[src/rtl/interp_serial_pkg.sv]
// Shared constants for the serial 2x interpolator family: fixed-point widths,
// default prototype length, coefficient table and FSM state encoding.
package interp_serial_pkg;

   localparam int NTAP_DEF = 12;
   localparam int W_DATA   = 16;
   localparam int W_PROD   = 32;
   localparam int W_ACC    = 33;

   typedef enum logic [2:0] {
      ST_IDLE = 3'd0,
      ST_MAC0 = 3'd1,
      ST_OUT0 = 3'd2,
      ST_MAC1 = 3'd3,
      ST_OUT1 = 3'd4
   } state_t;

   // Prototype low-pass h[], sfix16_En16; even entries feed phase 0, odd entries phase 1
   localparam logic signed [W_DATA-1:0] H_TABLE [NTAP_DEF] = '{
      -16'sd514,  -16'sd1030,  16'sd1538,  16'sd4098,
      -16'sd3074,  16'sd19458, 16'sd30722, 16'sd19458,
      -16'sd3074,  16'sd4098,  16'sd1538, -16'sd1030
   };

   // Coefficient lookup; indices outside the table read as zero
   function automatic logic signed [W_DATA-1:0] coef(input int idx);
      logic signed [W_DATA-1:0] c;
      if ((idx >= 0) && (idx < NTAP_DEF)) begin
         c = H_TABLE[idx];
      end else begin
         c = 16'sd0;
      end
      return c;
   endfunction

endpackage

[src/rtl/interp_serial_x2_if.sv]
// Streaming handshake bundle for the interpolator: sample in, interpolated sample out.
interface interp_serial_x2_if;
   import interp_serial_pkg::*;

   logic [W_DATA-1:0] in_data;
   logic              in_valid;
   logic              in_ready;
   logic [W_DATA-1:0] out_data;
   logic              out_valid;
   logic              out_ready;

   modport master (
      output in_data, in_valid, out_ready,
      input  in_ready, out_data, out_valid
   );

   modport slave (
      input  in_data, in_valid, out_ready,
      output in_ready, out_data, out_valid
   );

endinterface

[src/rtl/interp_serial_x2_round_conv.sv]
// Convergent (round-half-to-even) reduction of an En31 accumulator to En15,
// keeping the low 16 bits so out-of-range results wrap.
module round_conv_33to16
   import interp_serial_pkg::*;
(
   input  logic [W_ACC-1:0]  acc,
   output logic [W_DATA-1:0] res
);

   logic [W_ACC:0] biased_s;
   logic           unused_bits_s;

   // Add just under half an LSB, plus the kept LSB, so exact ties move only when odd
   always_comb begin
      biased_s      = {acc[W_ACC-1], acc} + {18'd0, 16'h7FFF} + {33'd0, acc[16]};
      res           = biased_s[31:16];
      unused_bits_s = ^{biased_s[W_ACC:32], biased_s[15:0]};
   end

endmodule

[src/rtl/interp_serial_x2.sv]
// Serial 2x polyphase interpolator: one shared multiplier and accumulator walk
// the NTAP/2-word delay line once per phase, producing two outputs per input.
module interp_serial_x2
   import interp_serial_pkg::*;
#(
   parameter int NTAP = NTAP_DEF
)
(
   input  logic              clk,
   input  logic              syn_rst,
   input  logic              clk_enable,
   interp_serial_x2_if.slave bus
);

   localparam int NHALF = NTAP / 2;
   localparam int CW    = (NHALF > 1) ? $clog2(NHALF) : 1;
   localparam logic [CW-1:0] CNT_LAST = CW'(NHALF - 1);

   state_t                   state_r;
   logic [CW-1:0]            cnt_r;
   logic signed [W_ACC-1:0]  acc_r;
   logic signed [W_DATA-1:0] dline_r [NHALF];
   logic [W_DATA-1:0]        out_data_r;
   logic                     out_valid_r;
   logic                     in_ready_r;

   logic                     phase_s;
   logic signed [W_DATA-1:0] tap_s;
   logic signed [W_DATA-1:0] coef_s;
   logic signed [W_PROD-1:0] prod_s;
   logic signed [W_ACC-1:0]  acc_next_s;
   logic [W_DATA-1:0]        rnd_s;
   logic                     in_hs_s;
   logic                     out_hs_s;

   // One MAC step: pick tap/coefficient for this count and phase; first tap loads, later taps add
   always_comb begin
      phase_s  = (state_r == ST_MAC1);
      tap_s    = dline_r[cnt_r];
      coef_s   = coef((2 * int'(cnt_r)) + int'(phase_s));
      prod_s   = W_PROD'(tap_s) * W_PROD'(coef_s);
      if (cnt_r == '0) begin
         acc_next_s = {prod_s[W_PROD-1], prod_s};
      end else begin
         acc_next_s = acc_r + {prod_s[W_PROD-1], prod_s};
      end
      in_hs_s  = bus.in_valid & in_ready_r & clk_enable;
      out_hs_s = bus.out_ready & out_valid_r & clk_enable;
   end

   round_conv_33to16 u_round (
      .acc (acc_next_s),
      .res (rnd_s)
   );

   // Sequencer, delay line, accumulator and registered handshake outputs
   always_ff @(posedge clk) begin
      if (!syn_rst) begin
         state_r     <= ST_IDLE;
         cnt_r       <= '0;
         acc_r       <= '0;
         out_data_r  <= '0;
         out_valid_r <= 1'b0;
         in_ready_r  <= 1'b1;
         for (int i = 0; i < NHALF; i++) begin
            dline_r[i] <= '0;
         end
      end else if (clk_enable) begin
         case (state_r)
            ST_IDLE: begin
               if (in_hs_s) begin
                  for (int i = NHALF - 1; i > 0; i--) begin
                     dline_r[i] <= dline_r[i-1];
                  end
                  dline_r[0] <= $signed(bus.in_data);
                  in_ready_r <= 1'b0;
                  cnt_r      <= '0;
                  state_r    <= ST_MAC0;
               end
            end
            ST_MAC0, ST_MAC1: begin
               acc_r <= acc_next_s;
               if (cnt_r == CNT_LAST) begin
                  cnt_r       <= '0;
                  out_data_r  <= rnd_s;
                  out_valid_r <= 1'b1;
                  state_r     <= (state_r == ST_MAC0) ? ST_OUT0 : ST_OUT1;
               end else begin
                  cnt_r <= cnt_r + 1'b1;
               end
            end
            ST_OUT0: begin
               if (out_hs_s) begin
                  out_valid_r <= 1'b0;
                  state_r     <= ST_MAC1;
               end
            end
            ST_OUT1: begin
               if (out_hs_s) begin
                  out_valid_r <= 1'b0;
                  in_ready_r  <= 1'b1;
                  state_r     <= ST_IDLE;
               end
            end
            default: begin
               state_r     <= ST_IDLE;
               cnt_r       <= '0;
               out_valid_r <= 1'b0;
               in_ready_r  <= 1'b1;
            end
         endcase
      end
   end

   assign bus.in_ready  = in_ready_r;
   assign bus.out_data  = out_data_r;
   assign bus.out_valid = out_valid_r;

endmodule
[src/flat_wrapper.sv]
// flat-port wrapper written by rule: the top's interface ports become plain ports
module interp_serial_x2_flat import interp_serial_pkg::*;
#(
   parameter int NTAP = NTAP_DEF
)
  (clk, syn_rst, clk_enable, bus_in_data, bus_in_valid, bus_out_ready, bus_in_ready, bus_out_data, bus_out_valid);
  interp_serial_x2_if bus_i ();
  input  logic clk;
  input  logic syn_rst;
  input  logic clk_enable;
  input wire logic [$bits(bus_i.in_data)-1:0] bus_in_data;
  input wire logic [$bits(bus_i.in_valid)-1:0] bus_in_valid;
  input wire logic [$bits(bus_i.out_ready)-1:0] bus_out_ready;
  output wire logic [$bits(bus_i.in_ready)-1:0] bus_in_ready;
  output wire logic [$bits(bus_i.out_data)-1:0] bus_out_data;
  output wire logic [$bits(bus_i.out_valid)-1:0] bus_out_valid;
  assign bus_i.in_data = bus_in_data;
  assign bus_i.in_valid = bus_in_valid;
  assign bus_i.out_ready = bus_out_ready;
  assign bus_in_ready = bus_i.in_ready;
  assign bus_out_data = bus_i.out_data;
  assign bus_out_valid = bus_i.out_valid;
  interp_serial_x2 #(.NTAP(NTAP)) u_core (.clk(clk), .syn_rst(syn_rst), .clk_enable(clk_enable), .bus(bus_i));
endmodule
[config.mk]
export PLATFORM = sky130hd
export DESIGN_NAME = interp_serial_x2_flat
export DESIGN_NICKNAME = d
export VERILOG_FILES = /design/src/rtl/interp_serial_pkg.sv /design/src/rtl/interp_serial_x2_if.sv /design/src/rtl/interp_serial_x2_round_conv.sv /design/src/rtl/interp_serial_x2.sv /design/src/flat_wrapper.sv
export SDC_FILE = /design/constraint.sdc
export NUM_CORES = 1
export LEC_CHECK = 0
export BUFFER_PORTS_ARGS = -buffer_cell sky130_fd_sc_hd__buf_2
export CAP_MARGIN = 10
export CORE_UTILIZATION = 60
export CTS_CLUSTER_DIAMETER = 150
export CTS_CLUSTER_SIZE = 20
export DETAILED_ROUTE_END_ITERATION = 7
export PLACE_DENSITY_LB_ADDON = 0.05
export SETUP_SLACK_MARGIN = 0.2
export SLEW_MARGIN = 15
export SYNTH_ARGS = -nofsm -noshare
export SYNTH_HDL_FRONTEND = slang
export SYNTH_SLANG_ARGS = --single-unit
[constraint.sdc]
create_clock -name clk -period 12.3 [get_ports clk]
set_input_delay 2.46 -clock clk [delete_from_list [all_inputs] [get_ports clk]]
set_output_delay 2.46 -clock clk [all_outputs]
set_load 0.05 [all_outputs]
==> impl_metrics.py <==
metrics = {
    "grt": {
        "grt_use_met1_pct": 37.1,
        "busiest_layer": "met2",
        "grt_pass1_vias": 12900,
        "grt_usage_pct": 27.8,
        "antenna_found_initial": 0,
        "grt_start_max_net_pins": 97,
        "grt_pass1_wl_um": 65400,
        "met2_usage_pct": 46.9,
        "grt-ovfl-total": 0,
        "met3_usage_pct": 3.83,
    },
    "clock_tree": {
        "clock-sinks": 155,
        "insertion_delay_ns": 0.46,
        "cts_inserted_buffers": 17,
        "cts-hold-fix-buffers": 0,
        "cts_max_level": 4,
        "cts_tree": "built",
        "clockBufferDepth": 2,
        "root_buffer": "clkbuf_16",
        "clkSlewWorstSetupHoldPaths_ns": 0.07,
    },
    "critical_path": {
        "end_kind": "flip-flop",
        "start_kind": "flip-flop",
        "worstPathMaxFanout": 12,
        "crit_path_frequent_cell": "fa_1",
        "slowest_stage": "fa_1",
        "crit_family": "adder cells",
        "critical_path_arrival_ns": 11.62,
        "critPathKind": "flip-flop to flip-flop",
        "path_buf_inv": 5,
        "critPathMaxStageDelay_ns": 0.81,
        "required_ns": 12.68,
    },
    "timing": {
        "slew_headroom_pct": 26.6,
        "rsz0062_at_grt": "false",
        "hold_viol_final": 0,
        "worst_clock_skew_ns": 0.0153,
        "period_needed_ns": 11.24,
        "period_share_pct": 91.4,
        "fin_tns_setup_ns": 0,
        "finalSetupViolCount": 0,
        "drv_slew": 0,
        "clock.fmax_ghz": 0.0890,
        "worst_slew_pin_slew_ns": 1.10,
    },
    "synthesis": {
        "yosys_register_bits": 155,
        "yosys_warnings": 0,
        "dominantRegCellSynth": "edfxtp_1",
        "synth_enable_flop_cells": 96,
        "syn_nets": 2237,
        "syn_inst": 1865,
        "synth-async-reset-ratio_pct": 0,
        "ys_seq_area_share_pct": 22.9,
        "syn_avg_cell_area_um2": 9.51,
        "syn_area_um2": 17700,
        "synth_cell_types": 96,
    },
    "layout": {
        "drive_gt1_share_pct": 8.44,
        "nets": 2244,
        "antennaDiodeCount": 0,
        "area_delta_synth_final_pct": 6.62,
    },
    "detailed_routing": {
        "drt_iter0_drc": 927,
        "wirelength_um": 40000,
        "drc": 0,
        "dr.pass1.iters": 5,
        "vias": 13000,
        "wl_per_cell_um": 17.6,
        "vias_per_cell": 5.72,
        "ant_nets": 0,
    },
    "min_path": {
        "hold_path.class": "flip-flop to flip-flop",
    },
    "die": {
        "die_x_um": 174,
        "pin_count": 39,
        "core_um2": 28900,
        "die_area_um2": 30300,
        "start_util_pct": 61.5,
        "fp.dieH_um": 174,
        "fp-row-count": 62,
    },
    "run": {
        "drv_cap": 0,
    },
    "place": {
        "gp_congestion": 0.903,
        "detailed_place_hpwl_um": 31500,
        "io_buffers": 38,
    },
    "run_status": {
        "status": "completed",
    },
}
-- path summary, 6_finish.rpt --
path                                   startpoint                      end  slack [ns]  cells past startpoint
worst max register to register  u_core.state_r[0]  u_core.bus.out_data[15]        1.06                     36
worst max-delay path            u_core.state_r[0]  u_core.bus.out_data[15]        1.06                     36
worst min-delay path              u_core.acc_r[0]          u_core.acc_r[0]        0.44                      2
worst min register to register    u_core.acc_r[0]          u_core.acc_r[0]        0.44                      2
-- layout by cell type, fill, tap and decap left out, types with 28 or more instances in the layout --
master | netlist | routed
buf_2 | 5 | 38
a211oi_1 | 32 | 32
nand2_1 | 168 | 167
nand3_1 | 31 | 31
and2_1 | 123 | 122
xnor2_1 | 33 | 33
a21o_1 | 28 | 28
a21oi_1 | 92 | 92
nor2_1 | 146 | 145
buf_4 | 1 | 28
ha_1 | 125 | 124
dfxtp_1 | 59 | 58
fa_1 | 226 | 226
xor2_1 | 33 | 33
edfxtp_1 | 96 | 96
inv_1 | 286 | 285
o21ai_0 | 48 | 48
-- per-stage QoR --
| step | instances | hold WS (ns) | worst slack, ns | util, % | cell area, µm² |
|---|---|---|---|---|---|
| 5_1_grt | 2269 | 0.466 | 0.330 | 65.5 | 18900 |
| 3_5_place_dp | 2236 | 0.426 | 0.803 | 63.3 | 18300 |
| 6_report | 2269 | 0.437 | 1.06 | 65.5 | 18900 |
| 3_3_place_gp | 2236 | 0.425 | 1.11 | 63.3 | 18300 |
| 2_1_floorplan | 1865 | 0.413 | 1.46 | - | 17700 |
| 4_1_cts | 2268 | 0.439 | 0.758 | 65.5 | 18900 |
-- routing by layer --
layer / wire length [µm] / part of all wire [%]
met2: 20000 / 50
met5: 0 / 0
met3: 1890 / 4.7
met4: 892 / 2.2
met1: 17300 / 43
-- final cells by class --
type                       count  area [µm²]
fill                        2418        9950
timing repair buffer          66         400
clock inverter                14         186
multi-input combinational   1345       12300
inverter                     287        1080
tap                          384         480
sequential                   155        4070
clock buffer                  18         429
-- cell usage after synthesis, drive strengths merged (16+ instances only) --
| cell | n | share of area [%] |
|---|---|---|
| dfxtp | 59 | 6.7 |
| ha | 125 | 8.8 |
| edfxtp | 96 | 16 |
| a21o | 30 | 1.3 |
| nand2 | 168 | 3.6 |
| a211oi | 35 | 1.6 |
| xnor2 | 33 | 1.6 |
| mux2i | 26 | 1.5 |
| clkbuf | 64 | 1.5 |
| and3 | 18 | 0.63 |
| nand2b | 18 | 0.63 |
| nand3 | 31 | 0.87 |
| nor2 | 146 | 3.1 |
| o21ai | 52 | 1.5 |
| xor2 | 33 | 1.6 |
| a21oi | 94 | 2.7 |
| fa | 226 | 26 |
| inv | 287 | 6.1 |
| and2 | 123 | 4.3 |
| nor3 | 21 | 0.62 |
| mux4 | 16 | 2.0 |
-- flip-flops by register name, indices dropped and copies added (netlist names), named ones only --
signal / cells
u_core.cnt_r: 3
u_core.acc_r: 32
u_core.bus.out_data: 16
u_core.state_r: 3
u_core.bus.out_valid: 1
u_core.bus.in_ready: 1
u_core.dline_r: 96
-- timing repair --
action / CTS / global route
resized for setup: 0 / 4
buffers inserted: 0 / 1
setup endpoints to repair: 0 / 2
endpoints found under the hold margin: 0 / 0
-- cells by family (layout without fill, tap and decap cells) --
logic type,count (synthesis),count (layout),synth area share [%]
xor+xnor,66,66,3.26
buf+inv,365,385,8.08
flops,155,155,22.9
fa+ha+maj,351,351,34.3
simple gates,584,584,16.2
mux,45,45,3.69
compound gates,299,299,11.5
-- worst register-to-register path: cells and delay by family, from the launching register on --
family	cells	cell delay, ns
AOI/OAI and AO/OA	11	2.03
DFF	1	0.50
buffers and inverters	5	0.57
and+or+nand+nor	9	3.31
xor gates and xnor gates	1	0.17
muxes	1	0.11
adders and majority gates	9	4.48
Power is not shown: default switching activity piles up to over one toggle a cycle in this logic, so the estimate is an artifact.
